==> src/rtl/mpu_irq_pkg.sv <==
// Shared types and helpers for the MPU interrupt scheduler.
// Holds the FSM state encoding, the vector width helper and the wait-counter width.
package mpu_irq_pkg;

  typedef enum logic [1:0] {
    IDLE     = 2'd0,
    ISSUE    = 2'd1,
    WAIT_ACK = 2'd2,
    GUARD    = 2'd3
  } state_e;

  localparam int TIMEOUT_CNT_W = 16;

  // A single source still needs a 1-bit vector.
  function automatic int vw(input int n);
    return (n > 1) ? $clog2(n) : 1;
  endfunction

endpackage

==> src/rtl/mpu_irq_sync.sv <==
// Level synchronizer that brings the interrupt latch output into int_clk.
// Every stage is cleared by the asynchronous reset.
module mpu_irq_sync
  import mpu_irq_pkg::*;
#(
  parameter int SYNC_STAGES = 2
) (
  input  logic int_clk,
  input  logic reset_n,
  input  logic d,
  output logic q
);

  logic [SYNC_STAGES-1:0] sync_q;
  logic [SYNC_STAGES-1:0] sync_d;

  always_comb begin
    sync_d = {sync_q[SYNC_STAGES-2:0], d};
  end

  always_ff @(posedge int_clk or negedge reset_n) begin
    if (!reset_n) begin
      sync_q <= '0;
    end else begin
      sync_q <= sync_d;
    end
  end

  assign q = sync_q[SYNC_STAGES-1];

endmodule

==> src/rtl/mpu_irq_scheduler.sv <==
// Round-robin interrupt scheduler feeding the single cross-domain latch to the MPU.
// One grant is in flight at a time; the next waits for the synced latch to rise and fall.
module mpu_irq_scheduler
  import mpu_irq_pkg::*;
#(
  parameter int NUM_SRC     = 8,
  parameter int SYNC_STAGES = 2,
  parameter int TIMEOUT     = 1023,
  parameter int GAP         = 2,
  localparam int VW         = vw(NUM_SRC)
) (
  input  logic               int_clk,
  input  logic               reset_n,
  input  logic [NUM_SRC-1:0] src_req,
  input  logic [NUM_SRC-1:0] src_mask,
  input  logic               latch_out,
  input  logic               ovf_clr,
  output logic               irq_trigger,
  output logic [VW-1:0]      irq_vector,
  output logic               irq_busy,
  output logic [NUM_SRC-1:0] pending,
  output logic [NUM_SRC-1:0] ovf,
  output logic [7:0]         timeout_cnt
);

  localparam logic [1:0] S_IDLE     = IDLE;
  localparam logic [1:0] S_ISSUE    = ISSUE;
  localparam logic [1:0] S_WAIT_ACK = WAIT_ACK;
  localparam logic [1:0] S_GUARD    = GUARD;

  localparam logic [TIMEOUT_CNT_W-1:0] TMO_LIM  = TIMEOUT_CNT_W'(TIMEOUT);
  // GAP = 0 collapses GUARD to a single cycle, same as GAP = 1.
  localparam logic [TIMEOUT_CNT_W-1:0] GAP_LAST = (GAP == 0) ? '0 : TIMEOUT_CNT_W'(GAP - 1);

  logic                     latch_s;
  logic [1:0]               state_q, state_d;
  logic [NUM_SRC-1:0]       pending_q, pending_d;
  logic [NUM_SRC-1:0]       ovf_q, ovf_d;
  logic [VW-1:0]            vec_q, vec_d;
  logic [VW-1:0]            rr_q, rr_d;
  logic [TIMEOUT_CNT_W-1:0] tmo_q, tmo_d;
  logic [TIMEOUT_CNT_W-1:0] gap_q, gap_d;
  logic [7:0]               tcnt_q, tcnt_d;
  logic                     trig_q, trig_d;
  logic [NUM_SRC-1:0]       elig;
  logic [NUM_SRC-1:0]       clr;
  logic [NUM_SRC-1:0]       restore;
  logic [VW-1:0]            winner;

  function automatic logic [VW-1:0] rr_pick(input logic [NUM_SRC-1:0] e,
                                            input logic [VW-1:0]      ptr);
    logic [VW-1:0] pick;
    logic          found;
    int            idx;
    pick  = '0;
    found = 1'b0;
    for (int k = 0; k < NUM_SRC; k++) begin
      idx = (int'(ptr) + k) % NUM_SRC;
      if (!found && e[idx]) begin
        pick  = VW'(idx);
        found = 1'b1;
      end
    end
    return pick;
  endfunction

  function automatic logic [NUM_SRC-1:0] onehot(input logic [VW-1:0] i);
    return {{(NUM_SRC-1){1'b0}}, 1'b1} << i;
  endfunction

  mpu_irq_sync #(
    .SYNC_STAGES (SYNC_STAGES)
  ) u_sync (
    .int_clk (int_clk),
    .reset_n (reset_n),
    .d       (latch_out),
    .q       (latch_s)
  );

  assign elig   = pending_q & src_mask;
  assign winner = rr_pick(elig, rr_q);

  always_comb begin
    state_d = state_q;
    vec_d   = vec_q;
    rr_d    = rr_q;
    tmo_d   = tmo_q;
    gap_d   = gap_q;
    tcnt_d  = tcnt_q;
    clr     = '0;
    restore = '0;
    case (state_q)
      S_IDLE: begin
        if (|elig) begin
          state_d = S_ISSUE;
          vec_d   = winner;
          rr_d    = (int'(winner) == NUM_SRC - 1) ? '0 : winner + VW'(1);
          tmo_d   = '0;
          clr     = onehot(winner);
        end
      end
      S_ISSUE: begin
        if (latch_s) begin
          state_d = S_WAIT_ACK;
        end else if (tmo_q == TMO_LIM) begin
          // Abandoned issue: hand the source back to arbitration.
          state_d = S_GUARD;
          gap_d   = '0;
          restore = onehot(vec_q);
          if (tcnt_q != 8'hFF) begin
            tcnt_d = tcnt_q + 8'd1;
          end
        end else begin
          tmo_d = tmo_q + TIMEOUT_CNT_W'(1);
        end
      end
      S_WAIT_ACK: begin
        if (!latch_s) begin
          state_d = S_GUARD;
          gap_d   = '0;
        end
      end
      default: begin
        if (gap_q == GAP_LAST) begin
          state_d = S_IDLE;
        end else begin
          gap_d = gap_q + TIMEOUT_CNT_W'(1);
        end
      end
    endcase

    // A request landing on its own grant cycle keeps the bit pending without overflow.
    pending_d = (pending_q & ~clr) | src_req | restore;
    ovf_d     = (ovf_clr ? '0 : ovf_q) | (src_req & pending_q & ~clr);
    trig_d    = (state_d == S_ISSUE);
  end

  always_ff @(posedge int_clk or negedge reset_n) begin
    if (!reset_n) begin
      state_q   <= S_IDLE;
      pending_q <= '0;
      ovf_q     <= '0;
      vec_q     <= '0;
      rr_q      <= '0;
      tmo_q     <= '0;
      gap_q     <= '0;
      tcnt_q    <= '0;
      trig_q    <= 1'b0;
    end else begin
      state_q   <= state_d;
      pending_q <= pending_d;
      ovf_q     <= ovf_d;
      vec_q     <= vec_d;
      rr_q      <= rr_d;
      tmo_q     <= tmo_d;
      gap_q     <= gap_d;
      tcnt_q    <= tcnt_d;
      trig_q    <= trig_d;
    end
  end

  assign irq_trigger = trig_q;
  assign irq_vector  = vec_q;
  assign irq_busy    = (state_q != S_IDLE);
  assign pending     = pending_q;
  assign ovf         = ovf_q;
  assign timeout_cnt = tcnt_q;

endmodule
==> config.mk <==
export PLATFORM = sky130hd
export DESIGN_NAME = mpu_irq_scheduler
export DESIGN_NICKNAME = d
export VERILOG_FILES = /design/src/rtl/mpu_irq_pkg.sv /design/src/rtl/mpu_irq_sync.sv /design/src/rtl/mpu_irq_scheduler.sv
export SDC_FILE = /design/constraint.sdc
export NUM_CORES = 1
export LEC_CHECK = 0
export BUFFER_PORTS_ARGS = -buffer_cell sky130_fd_sc_hd__buf_2
export CAP_MARGIN = 30
export CORE_ASPECT_RATIO = 1.2
export CORE_MARGIN = 8
export CORE_UTILIZATION = 59
export DETAILED_ROUTE_END_ITERATION = 8
export GPL_TIMING_DRIVEN = 1
export PLACE_DENSITY_LB_ADDON = 0.3
export REMOVE_ABC_BUFFERS = 1
export SETUP_SLACK_MARGIN = 0.02
export SYNTH_ARGS = -nofsm -noshare
export SYNTH_HDL_FRONTEND = slang
export SYNTH_HIERARCHICAL = 1
export SYNTH_SLANG_ARGS = --single-unit
==> constraint.sdc <==
create_clock -name int_clk -period 4 [get_ports int_clk]
set_input_delay 0.8 -clock int_clk [delete_from_list [all_inputs] [get_ports int_clk]]
set_output_delay 0.8 -clock int_clk [all_outputs]
set_load 0.05 [all_outputs]
---- Word-level counts from Yosys, hierarchy flattened ----
Cells that the tools add are included.
operators by class
  add/subtract/negate cells ............... 11
  $mul .................................... 0
  div/mod/pow operators ................... 0
  magnitude comparators ................... 8
  equal/unequal tests ..................... 13
  shift-type cells ........................ 2
  multiplexer cells ....................... 60
  bitwise operators ....................... 17
  reduce and logical (&&, ||, !) cells .... 29
operator list
  cell                     count
  $mux W16                 7
  $mux W8                  6
  $pmux W16 S3             1
  $lt A4 B5 Y1 const B     7
  $add A16 B1 Y16 const B  2
  $and A8 B8 Y8            4
  $pmux W16 S2             1
  $mux W3                  9
  $bmux W1 S3              8
  $or A8 B8 Y8             3
  $mux W1                  22
  $reduce_or A3 Y1         7
  $eq A16 B1 Y1 const B    1
  $eq A16 B10 Y1 const B   1
  $shl A1 B3 Y8 const A    2
  $add A3 B3 Y3 const B    4
  $mux W2                  5
  $ne A2 B2 Y1 const B     5
  $add A8 B1 Y8 const B    1
  $ne A8 B8 Y1 const B     1
  $not A8 Y8               1
  $reduce_and A4 Y1        2
  $reduce_or A8 Y1         1
  $and A1 B1 Y1 const A    7
  15 further kinds         32
storage, ports and cells
  bits in registers ....................... 67
  latch bits .............................. 0
  bits in writable memories ............... 0
  ROM bits ................................ 0
  bits of input ports ..................... 20
  output and inout bits ................... 29
  logic and storage cells ................. 150
  memories ................................ 0

---- Longest topological paths before layout ----
Gate-level depths: netlist of the first run.
  depth after elaboration ................. 33
  mapped depth ............................ 17
  depth with buffers taken out ............ 14

---- Cells and area by module ----
The synthesis of the first run kept the hierarchy.
by module, submodules not included
  module             instances  cells each  area each (um2)  seq. area each (um2)
  mpu_irq_scheduler  1          474         4440.5           1626.6
  mpu_irq_sync       1          2           50.0             50.0

---- Worst setup path after synthesis of the first run ----
Ideal clock, no wire load.
  path type ............................... flip-flop to flip-flop
  from .................................... register rr_q[0]
  to ...................................... register pending_q[0] (netlist: pending[0])
  library setup time ...................... 0.120 ns
  data arrival time ....................... 3.461 ns
  data required time ...................... 3.880 ns
  setup slack ............................. 0.418 ns
  stages on the path, launching flop included .. 14
  buffers on the path ..................... 3
  period minus slack after synthesis ...... 3.582 ns
  cell sequence ........................... dfrtp_1 > buf_2 > inv_2 > ha_1 > clkbuf_1 > clkbuf_1 > mux4_2 > a2111oi_0 > o22ai_1 > o22ai_1 > ha_1 > nand2_1 > a221o_1 > a31o_2
on the way
  word-level cells in the longest chain between the ends .. 31
  elaborated cells on any way between the ends .. 66
  those cells by class .................... 7 x add/sub; 1 x shift; 40 x mux; 4 x bitwise; 14 x reduce/logical
ends and longest elaborated chain
  element                                                            line                                              text
  start, declared                                                    mpu_irq_scheduler.sv:40                           logic [VW-1:0] rr_q, rr_d;
  start signal, assigned                                             mpu_irq_scheduler.sv:154                          rr_q <= rr_d;
  $add A3 B1 Y3 or $bmux W1 S3 (tied branches)                       mpu_irq_scheduler.sv:58, mpu_irq_scheduler.sv:59
  $bmux W1 S3 or $mux W1 (tied branches)                             mpu_irq_scheduler.sv:59                           if (!found && e[idx]) begin
  $mux W1 (implied by the code)                                      mpu_irq_scheduler.sv:59
  $mux W1 (implied by the code) or $logic_not A1 Y1 (tied branches)  mpu_irq_scheduler.sv:59
  $logic_and A1 B1 Y1                                                mpu_irq_scheduler.sv:59
  $mux W1                                                            mpu_irq_scheduler.sv:59
  $logic_not A1 Y1                                                   mpu_irq_scheduler.sv:59
  $logic_and A1 B1 Y1                                                mpu_irq_scheduler.sv:59
  (+15 left out)                                                     -
  $mux W3 *                                                          mpu_irq_scheduler.sv:59
  $shl A1 B3 Y8 *                                                    mpu_irq_scheduler.sv:68                           return {{(NUM_SRC-1){1'b0}}, 1'b1} << i;
  $mux W8 *                                                          mpu_irq_scheduler.sv:94                           if (|elig) begin
  $mux W8 *                                                          mpu_irq_scheduler.sv:92                           case (state_q)
  $not A8 Y8 *                                                       mpu_irq_scheduler.sv:133                          pending_d = (pending_q & ~clr) | src_req | restore;
  $and A8 B8 Y8 *                                                    mpu_irq_scheduler.sv:133
  $or A8 B8 Y8 * (2 in series)                                       mpu_irq_scheduler.sv:133
  net pending_d[0]                                                   mpu_irq_scheduler.sv:37                           logic [NUM_SRC-1:0] pending_q, pending_d;
  end signal, assigned                                               mpu_irq_scheduler.sv:151                          pending_q <= pending_d;
  end, declared                                                      mpu_irq_scheduler.sv:37
The timed path passes the listed nets; every way through them passes the cells marked *. The select of a mux whose other input is x is not followed.
A chain may end at the register's enable or synchronous reset.

---- Worst setup path in the final report of the first run ----
  from .................................... register rr_q[1]
  to ...................................... register pending_q[2] (netlist: pending[2])
Same word-level chain as after synthesis.

==> impl_metrics.yaml, run 1 <==
outcome:
  status: "finished clean"
synthesis:
  yosys_warnings: 6
  async_flop_share: 1.00
  syn_area_sq_mm: 0.00449
  synth_largest_area_cell: "dfrtp_1"
  ys_top_cells_by_area: "dfrtp_1 (37%), mux4_2 (5.5%), ha_1 (4.5%)"
  synth_common_cells: "dfrtp_1 (67), nor2_1 (45), nand2_1 (40), nand3_1 (25), o21ai_0 (23)"
  ys.flop_type: "dfrtp_1"
  synth.most_common_cell: "dfrtp_1"
  synth-seq-area-share: 0.373
  synth-seq-cells: 67
  synthCells: 476
  syn_area_per_cell_sq_um: 9.43
  synth_cell_types: 64
  synth_top_area_frac: 0.373
  synth-edff-count: 0
setup_path:
  r2r-start: "rr_q[1]"
  required_ns: 4.25
  start_kind: "flip-flop"
  endpoint_kind: "flip-flop"
  setup.worst_path.start: "rr_q[1]"
  cp_data_arrival_time_ns: 3.90
  crit_fanout: 9
  worstSetupPathType: "flip-flop to flip-flop"
global_route:
  grt_start_max_net_pins: 47
  grt_usage: 0.228
  antenna_found_initial: 0
  grt_pass1_vias: 3968
  grt_pass1_wl_mm: 19.4
  grt_overflow: 0
timing:
  period_share: 0.913
  setup_viol: 0
  period_needed_ns: 3.65
  slew_viol_final: 0
  finClkSkew_ns: 0.0126
  tns_ns: 0
  max_freq_mhz: 274
  tightest_slew_ns: 0.935
  slew_headroom: 0.373
  hold_viol: 0
  rsz0062_at_grt: "no"
clock_tree:
  cts_made_buffers: 9
  post-cts-setup-buffer-count: 0
  post_cts_resized: 0
  cts-root-buf: "clkbuf_8"
  clkSinkCount: 67
  cts_max_level: 3
  clk_latency_ns: 0.35
  cts_hold_buffers: 0
  clk_pin_slew_ns: 0.08
  cts_tree: "done"
  clockBufferDepth: 2
die:
  die_w_microns: 95.6
  fp-row-count: 35
  initial_utilization: 0.596
  die_area_sq_mm: 0.0107
  io_pins: 49
  coreArea_sq_mm: 0.00753
  die_y_microns: 112
detailed_routing:
  wirelength_mm: 11.8
  first_pass_iters: 5
  vias: 3976
  wl_per_cell_microns: 19.0
  drc: 0
  avgViaCountPerCell: 6.41
  drtIter0Drc: 238
  drtAntennaViolNets: 0
worst_hold_path:
  hp-start: "u_sync/sync_q[0]"
  hp-class: "flip-flop to flip-flop"
placed_design:
  dp_hpwl_mm: 8.89
  gp_congestion: 0.998
  portBuffers: 48
pwr:
  fin_total_pwr_mw: 4.55
  peakVddDrop_mv: 0.570
  cellLeakagePower_nw: 2.21
  power.density_mw_per_mm2: 899
cells_and_area:
  multi_input_area_sq_mm: 0.00266
  drive_gt1_frac: 0.205
  postLayoutCoreUtil: 0.672
  ff_latch_area_sq_mm: 0.00168
  nFillCells: 622
  area_delta_synth_final_pct: 12.7
  nets: 560
  antennaDiodeCount: 0
job:
  maxCapViolCount: 0
==> layer usage <==
layer / part of all wire / up-vias / GRT usage
met2: 0.49 / 163 / 0.373
li1: - / 1862 / -
met1: 0.40 / 1917 / 0.271
met3: 0.067 / 34 / 0.0471
met4: 0.041 / 0 / 0.120
met5: 0 / - / 0
==> state kept, by name, indices dropped and copies added, names as in the netlist <==
name	count
timeout_cnt	8
gap_q	16
irq_trigger	1
pending	8
rr_q	3
tmo_q	16
irq_vector	3
u_sync/sync_q	2
state_q	2
ovf	8
==> cells by family (layout without fill, tap and decap cells) <==
kind of cell / after synthesis / in the layout / synth area share
flops: 67 / 67 / 0.373
mux: 20 / 20 / 0.0789
simple gates: 185 / 185 / 0.219
xor+xnor: 33 / 33 / 0.0660
compound gates: 116 / 116 / 0.183
buf+inv: 39 / 91 / 0.0351
fa+ha+maj: 16 / 16 / 0.0446
==> critical path: stages, from the launching register on <==
cell       delay [ns]
dfrtp_1          0.38
inv_2            0.15
ha_1             0.25
xor2_2           0.25
mux4_2           0.55
a2111oi_0        0.47
o22ai_1          0.19
o22ai_1          0.37
ha_1             0.22
nand2_1          0.12
a221o_1          0.38
a31o_2           0.21
==> through the flow <==
step | hold slack, ns | instances | instance area, sq um | setup slack (ns)
after floorplan | 0.331 | 455 | 4400 | 0.0655
after global placement | 0.333 | 605 | 4830 | 0.299
after detailed placement | 0.340 | 605 | 4830 | 0.200
after CTS | 0.370 | 620 | 5050 | 0.316
after global routing | 0.382 | 620 | 5060 | 0.0376
final | 0.361 | 620 | 5060 | 0.348
==> area by class of cell <==
type                       instances  share of cell area
timing repair buffer              58              0.0623
clock buffer                      10              0.0272
multi-input combinational        370               0.526
clock inverter                     5              0.0168
sequential                        67               0.331
inverter                          18              0.0133
tap                               92              0.0227
==> path summary, 6_finish.rpt <==
path                               endpoint  depth (start not counted)  slack, ns
min reg2reg                u_sync/sync_q[1]                          0       0.36
max                              pending[2]                         11       0.35
max in group asynchronous          tmo_q[1]                          2       2.65
min in group asynchronous    timeout_cnt[0]                          1       0.39
min                        u_sync/sync_q[1]                          0       0.36
max reg2reg                      pending[2]                         11       0.35
==> report_power, final <==
part / total (mW) / switching [mW] / internal [mW]
Sequential: 1.00 / 0.184 / 0.820
Combinational: 2.91 / 1.84 / 1.07
Clock: 0.636 / 0.269 / 0.368
==> layout by cell type, fill, tap and decap left out, types with 7 or more instances in the layout <==
cell type | netlist | final
nand4_1 | 10 | 10
buf_2 | 6 | 48
nand3_1 | 25 | 25
buf_4 | 1 | 10
mux4_2 | 11 | 11
nor2_1 | 45 | 45
nand2_1 | 40 | 40
and2_1 | 13 | 13
dfrtp_1 | 67 | 67
a21oi_1 | 13 | 13
clkbuf_8 | 0 | 10
o22ai_1 | 11 | 11
xor2_1 | 20 | 20
xnor2_1 | 12 | 11
o211ai_1 | 7 | 7
ha_1 | 16 | 16
o21ai_0 | 23 | 23
inv_1 | 16 | 16
Note: power is estimated with default switching activity, not from simulation.
==> run 2: changes to the inputs <==
CORE_MARGIN = not set   (was 8)
==> impl_metrics.yaml, run 2 (synthesized netlist as in run 1, its figures left out) <==
outcome:
  status: "finished clean"
global_route:
  grt_usage: 0.306
  grt_pass1_vias: 3937
  grt_pass1_wl_mm: 18.5
  grt_overflow: 0
  grt_start_max_net_pins: 39
  antenna_found_initial: 0
clock_tree:
  cts_tree: "done"
  clkSinkCount: 67
  cts-root-buf: "clkbuf_8"
  cts_made_buffers: 9
  clk_pin_slew_ns: 0.07
  clockBufferDepth: 2
  clk_latency_ns: 0.34
  post-cts-setup-buffer-count: 0
  cts_hold_buffers: 0
  cts_max_level: 3
cells_and_area:
  mostFrequentLayoutCells: "dfrtp_1 (67), buf_2 (48), nor2_1 (45)"
  antennaDiodeCount: 0
  drive_gt1_frac: 0.204
  nets: 561
  layout_commonest_cell: "dfrtp_1"
  area_delta_synth_final_pct: 11.9
  nFillCells: 590
  reg.largest.list: "gap_q x16, tmo_q x16"
setup_path:
  cp_data_arrival_time_ns: 3.88
  cp_top_family: "compound AO/OA/AOI/OAI gates"
  path_common_cell: "ha_1"
  cp_slowest_stage_delay_ns: 0.52
  slowest_stage: "mux4_2"
  worstSetupPathType: "flip-flop to flip-flop"
  worstPathCellList: "inv_2, ha_1, xor2_2, buf_4, mux4_2, a2111oi_1, o22ai_1, o22ai_2, ha_1, nand2_1, a221o_1, a31o_2"
  endpoint_kind: "flip-flop"
  crit_fanout: 5
  r2r-start: "rr_q[0]"
  required_ns: 4.23
  r2r-end: "pending[0]"
  crit_buf_inv: 2
  start_kind: "flip-flop"
  rr_worst_depth: 12
  r2r_slack_ns: 0.36
worst_hold_path:
  hp-start: "u_sync/sync_q[0]"
  hp-class: "flip-flop to flip-flop"
  hold_end: "u_sync/sync_q[1]"
  min_path_cells: 0
timing:
  rsz0062_at_grt: "no"
  tightest_slew_ns: 0.931
  period_needed_ns: 3.64
  slew_viol_final: 0
  whs_ns: 0.349
  tns_ns: 0
  period_share: 0.911
  setup_viol: 0
  slew_headroom: 0.377
  finClkSkew_ns: 0.00983
  max_freq_mhz: 274
  hold_viol: 0
die:
  fp-row-count: 34
  coreArea_sq_mm: 0.00732
  initial_utilization: 0.614
  die_w_microns: 81.6
  io_pins: 49
  die_area_sq_mm: 0.00797
  die_y_microns: 97.6
detailed_routing:
  wl_met1_mm: 4.58
  drtAntennaViolNets: 0
  wl_met2_mm: 5.69
  wirelength_mm: 11.4
  first_pass_iters: 8
  top_layer_used: "met4"
  avgViaCountPerCell: 6.47
  wl_met3_microns: 665
  drc: 0
  wl_per_cell_microns: 18.5
  drtIter0Drc: 179
  vias: 4006
pwr:
  fin_total_pwr_mw: 4.46
  peakVddDrop_mv: 0.514
  power.density_mw_per_mm2: 888
  cellLeakagePower_nw: 2.20
placed_design:
  gp_congestion: 0.970
  portBuffers: 48
  dp_hpwl_mm: 8.54
job:
  maxCapViolCount: 0
[run 2: worst max-delay path by stage]
stage / start / endpoint / slack (ns) / depth (start not counted)
2_1_floorplan: rr_q[0] / pending[0] / 0.07 / 12
3_3_place_gp: src_mask[5] / pending[0] / 0.29 / 11
3_5_place_dp: src_mask[0] / pending[0] / 0.15 / 11
4_1_cts: rr_q[0] / pending[0] / 0.21 / 12
5_1_grt: rr_q[1] / ovf[7] / 0.07 / 14
6_report: rr_q[0] / pending[0] / 0.36 / 12
[run 2: worst reg2reg max path: stages, from the launching register on]
cell,delay [ns]
dfrtp_1,0.39
inv_2,0.06
ha_1,0.24
xor2_2,0.25
buf_4,0.20
mux4_2,0.53
a2111oi_1,0.47
o22ai_1,0.20
o22ai_2,0.28
ha_1,0.19
nand2_1,0.12
a221o_1,0.39
a31o_2,0.22
[run 2: layout make-up]
cell class | count | area (sq um) | area share
clock buffers | 10 | 128 | 0.0254
clock inverters | 5 | 55.1 | 0.0110
inverters | 18 | 67.6 | 0.0134
multi-input cells | 370 | 2660 | 0.530
flip-flops and latches | 67 | 1680 | 0.334
well taps | 90 | 113 | 0.0224
repair buffers | 59 | 323 | 0.0642
[run 2: layer usage]
| metal | up-vias | global-route usage |
|---|---|---|
| met2 | 164 | 0.504 |
| met3 | 47 | 0.0479 |
| met5 | - | 0 |
| li1 | 1864 | - |
| met1 | 1931 | 0.375 |
| met4 | 0 | 0.166 |
[run 2: where the power goes]
group / total, mW / internal (mW) / switching (mW)
logic: 2.93 / 1.08 / 1.85
clock network: 0.534 / 0.282 / 0.252
registers: 0.997 / 0.821 / 0.176
total: 4.46 / 2.19 / 2.28
[run 2: timing repair]
item / 4_1_cts / 5_1_grt
resized for setup: 0 / 2
endpoints found under the setup margin: 0 / 4
hold endpoints to repair: 0 / 0
[run 2: stage by stage]
step	util	std cells	worst slack [ns]	cell area [sq um]
4_1_cts	0.686	619	0.206	5020
2_1_floorplan	-	455	0.0655	4400
3_3_place_gp	0.661	604	0.289	4840
6_report	0.687	619	0.355	5030
3_5_place_dp	0.661	604	0.150	4840
5_1_grt	0.687	619	0.0736	5030
==> run 3: changes to the inputs <==
ABC_AREA = 1   (was not set)
==> impl_metrics.yaml, run 3 <==
cells_and_area:
  layout_commonest_cell: "nand2_1"
  multi_input_area_sq_mm: 0.00249
  nFillCells: 602
  antennaDiodeCount: 0
  mostFrequentLayoutCells: "nand2_1 (169), dfrtp_1 (67), nand3_1 (58), inv_1 (58), buf_2 (48)"
  nets: 683
  stdcell_count: 742
  final_cell_area_sq_mm: 0.00502
  postLayoutCoreUtil: 0.686
  ff_latch_area_sq_mm: 0.00168
  reg.largest.list: "gap_q x16, tmo_q x16"
  drive_gt1_frac: 0.155
  area_delta_synth_final_pct: 11.9
setup_path:
  worstSetupPathType: "flip-flop to flip-flop"
  r2r-start: "rr_q[0]"
  required_ns: 4.22
  path_common_cell: "nand3_1"
  start_kind: "flip-flop"
  r2r-end: "pending[7]"
  slowest_stage: "dfrtp_1"
  rr_worst_depth: 19
  crit_fanout: 12
  cp_slowest_stage_delay_ns: 0.56
  cp_data_arrival_time_ns: 3.54
  endpoint_kind: "flip-flop"
  worstPathCellList: "inv_2, ha_1, inv_2, nand3_1, nand3_1, nand2_2, nand3_4, nor2_8, nand2_2, nor2_4, nand2_1, inv_2, nand2_1, nand3_1, ha_1, ha_1, inv_1, o21ai_0, nand3_1"
  r2r_slack_ns: 0.68
synthesis:
  synthCells: 596
  syn_area_sq_mm: 0.00448
  yosys_warnings: 6
  synth_common_cells: "nand2_1 (169), dfrtp_1 (67), inv_1 (58), nand3_1 (58), nor2_1 (41)"
  async_flop_share: 1.00
  synth_largest_area_cell: "dfrtp_1"
  synth_top_area_frac: 0.374
  synth-edff-count: 0
  synth_cell_types: 46
  syn_area_per_cell_sq_um: 7.52
  synth-seq-cells: 67
  synth.most_common_cell: "nand2_1"
  ys_top_cells_by_area: "dfrtp_1 (37%), nand2_1 (14%), nand3_1 (6.5%)"
  synth-seq-area-share: 0.374
  ys.flop_type: "dfrtp_1"
pwr:
  cellLeakagePower_nw: 2.38
  fin_total_pwr_mw: 4.26
  peakVddDrop_mv: 0.610
  power.density_mw_per_mm2: 848
clock_tree:
  clk_pin_slew_ns: 0.08
  clkSinkCount: 67
  post-cts-setup-buffer-count: 0
  clk_latency_ns: 0.35
  cts_tree: "done"
  cts_max_level: 3
  post_cts_resized: 0
  cts-root-buf: "clkbuf_8"
  cts_made_buffers: 9
  clockBufferDepth: 2
  cts_hold_buffers: 0
worst_hold_path:
  hold_end: "u_sync/sync_q[1]"
  min_path_cells: 0
  hp-start: "u_sync/sync_q[0]"
  hp-class: "flip-flop to flip-flop"
detailed_routing:
  vias: 4329
  wl_per_cell_microns: 15.0
  drtIter0Drc: 265
  first_pass_iters: 5
  drc: 0
  wirelength_mm: 11.1
  avgViaCountPerCell: 5.83
  drtAntennaViolNets: 0
timing:
  finClkSkew_ns: 0.0128
  max_freq_mhz: 301
  slew_viol_final: 0
  period_needed_ns: 3.32
  slew_headroom: 0.531
  setup_ws_ns: 0.677
  rsz0062_at_grt: "no"
  hold_viol: 0
  tightest_slew_ns: 0.702
  tns_ns: 0
  setup_viol: 0
  period_share: 0.831
  whs_ns: 0.368
die:
  die_y_microns: 97.5
  die_area_sq_mm: 0.00795
  io_pins: 49
  initial_utilization: 0.613
  die_w_microns: 81.6
  coreArea_sq_mm: 0.00732
  fp-row-count: 34
placed_design:
  gp_congestion: 0.943
  dp_cells: 726
  placed_area_sq_mm: 0.00479
  dp_hpwl_mm: 8.25
  dp_slack_ns: 0.770
  portBuffers: 48
outcome:
  status: "finished clean"
global_route:
  grt_overflow: 0
  grt_pass1_wl_mm: 18.5
  grt_usage: 0.299
  grt_pass1_vias: 4188
  antenna_found_initial: 0
  grt_start_max_net_pins: 42
job:
  maxCapViolCount: 0
run 3: cell types whose count changed after synthesis, sizes merged, moves of 9 or more:
cell,previous run,this run
and2,14,1
clkbuf,12,3
nand2,40,177
o31ai,3,13
nand4,10,19
nand3,25,61
inv,18,64
mux4,11,0
nor3,5,16
run 3: layer usage:
layer,GRT usage,vias up,part of all wire
met1,0.354,2041,0.42
met3,0.0629,39,0.053
li1,-,2095,-
met5,0,-,0
met4,0.128,0,0.030
met2,0.510,154,0.50
run 3: kinds of logic (layout without fill, tap and decap cells):
kind of cell / Yosys count / in the layout / synth area share
DFF: 67 / 67 / 0.374
AOI/OAI and AO/OA: 74 / 74 / 0.104
adders and majority gates: 16 / 16 / 0.0446
buffers and inverters: 77 / 133 / 0.0706
and+or+nand+nor: 338 / 338 / 0.347
xor gates and xnor gates: 24 / 24 / 0.0594
run 3: critical path, delay by kind of cell, from the launching register on:
family	cells	cell delay (ns)
DFF	1	0.56
buffers and inverters	4	0.42
adders and majority gates	3	0.80
AOI/OAI and AO/OA	1	0.20
and+or+nand+nor	11	1.21
run 3: worst max path at each step:
stage | from | endpoint | depth (start not counted)
global route | rr_q[0] | pending[7] | 19
finish | rr_q[0] | pending[7] | 19
detailed placement | rr_q[0] | pending[7] | 19
CTS | rr_q[0] | pending[7] | 19
global placement | src_mask[1] | pending[7] | 19
floorplan | rr_q[1] | pending[7] | 19
run 3: layout make-up:
| class | count | area share |
|---|---|---|
| repair buffers | 50 | 0.0509 |
| well taps | 90 | 0.0224 |
| flip-flops and latches | 67 | 0.334 |
| clock inverters | 7 | 0.0209 |
| inverters | 67 | 0.0506 |
| multi-input cells | 452 | 0.496 |
| clock buffers | 9 | 0.0247 |
run 3: where the power goes:
part           internal (mW)  switching, mW  leakage, nW
sequential             0.815          0.170        0.848
clock                  0.362          0.300        0.113
combinational          0.738           1.87         1.42
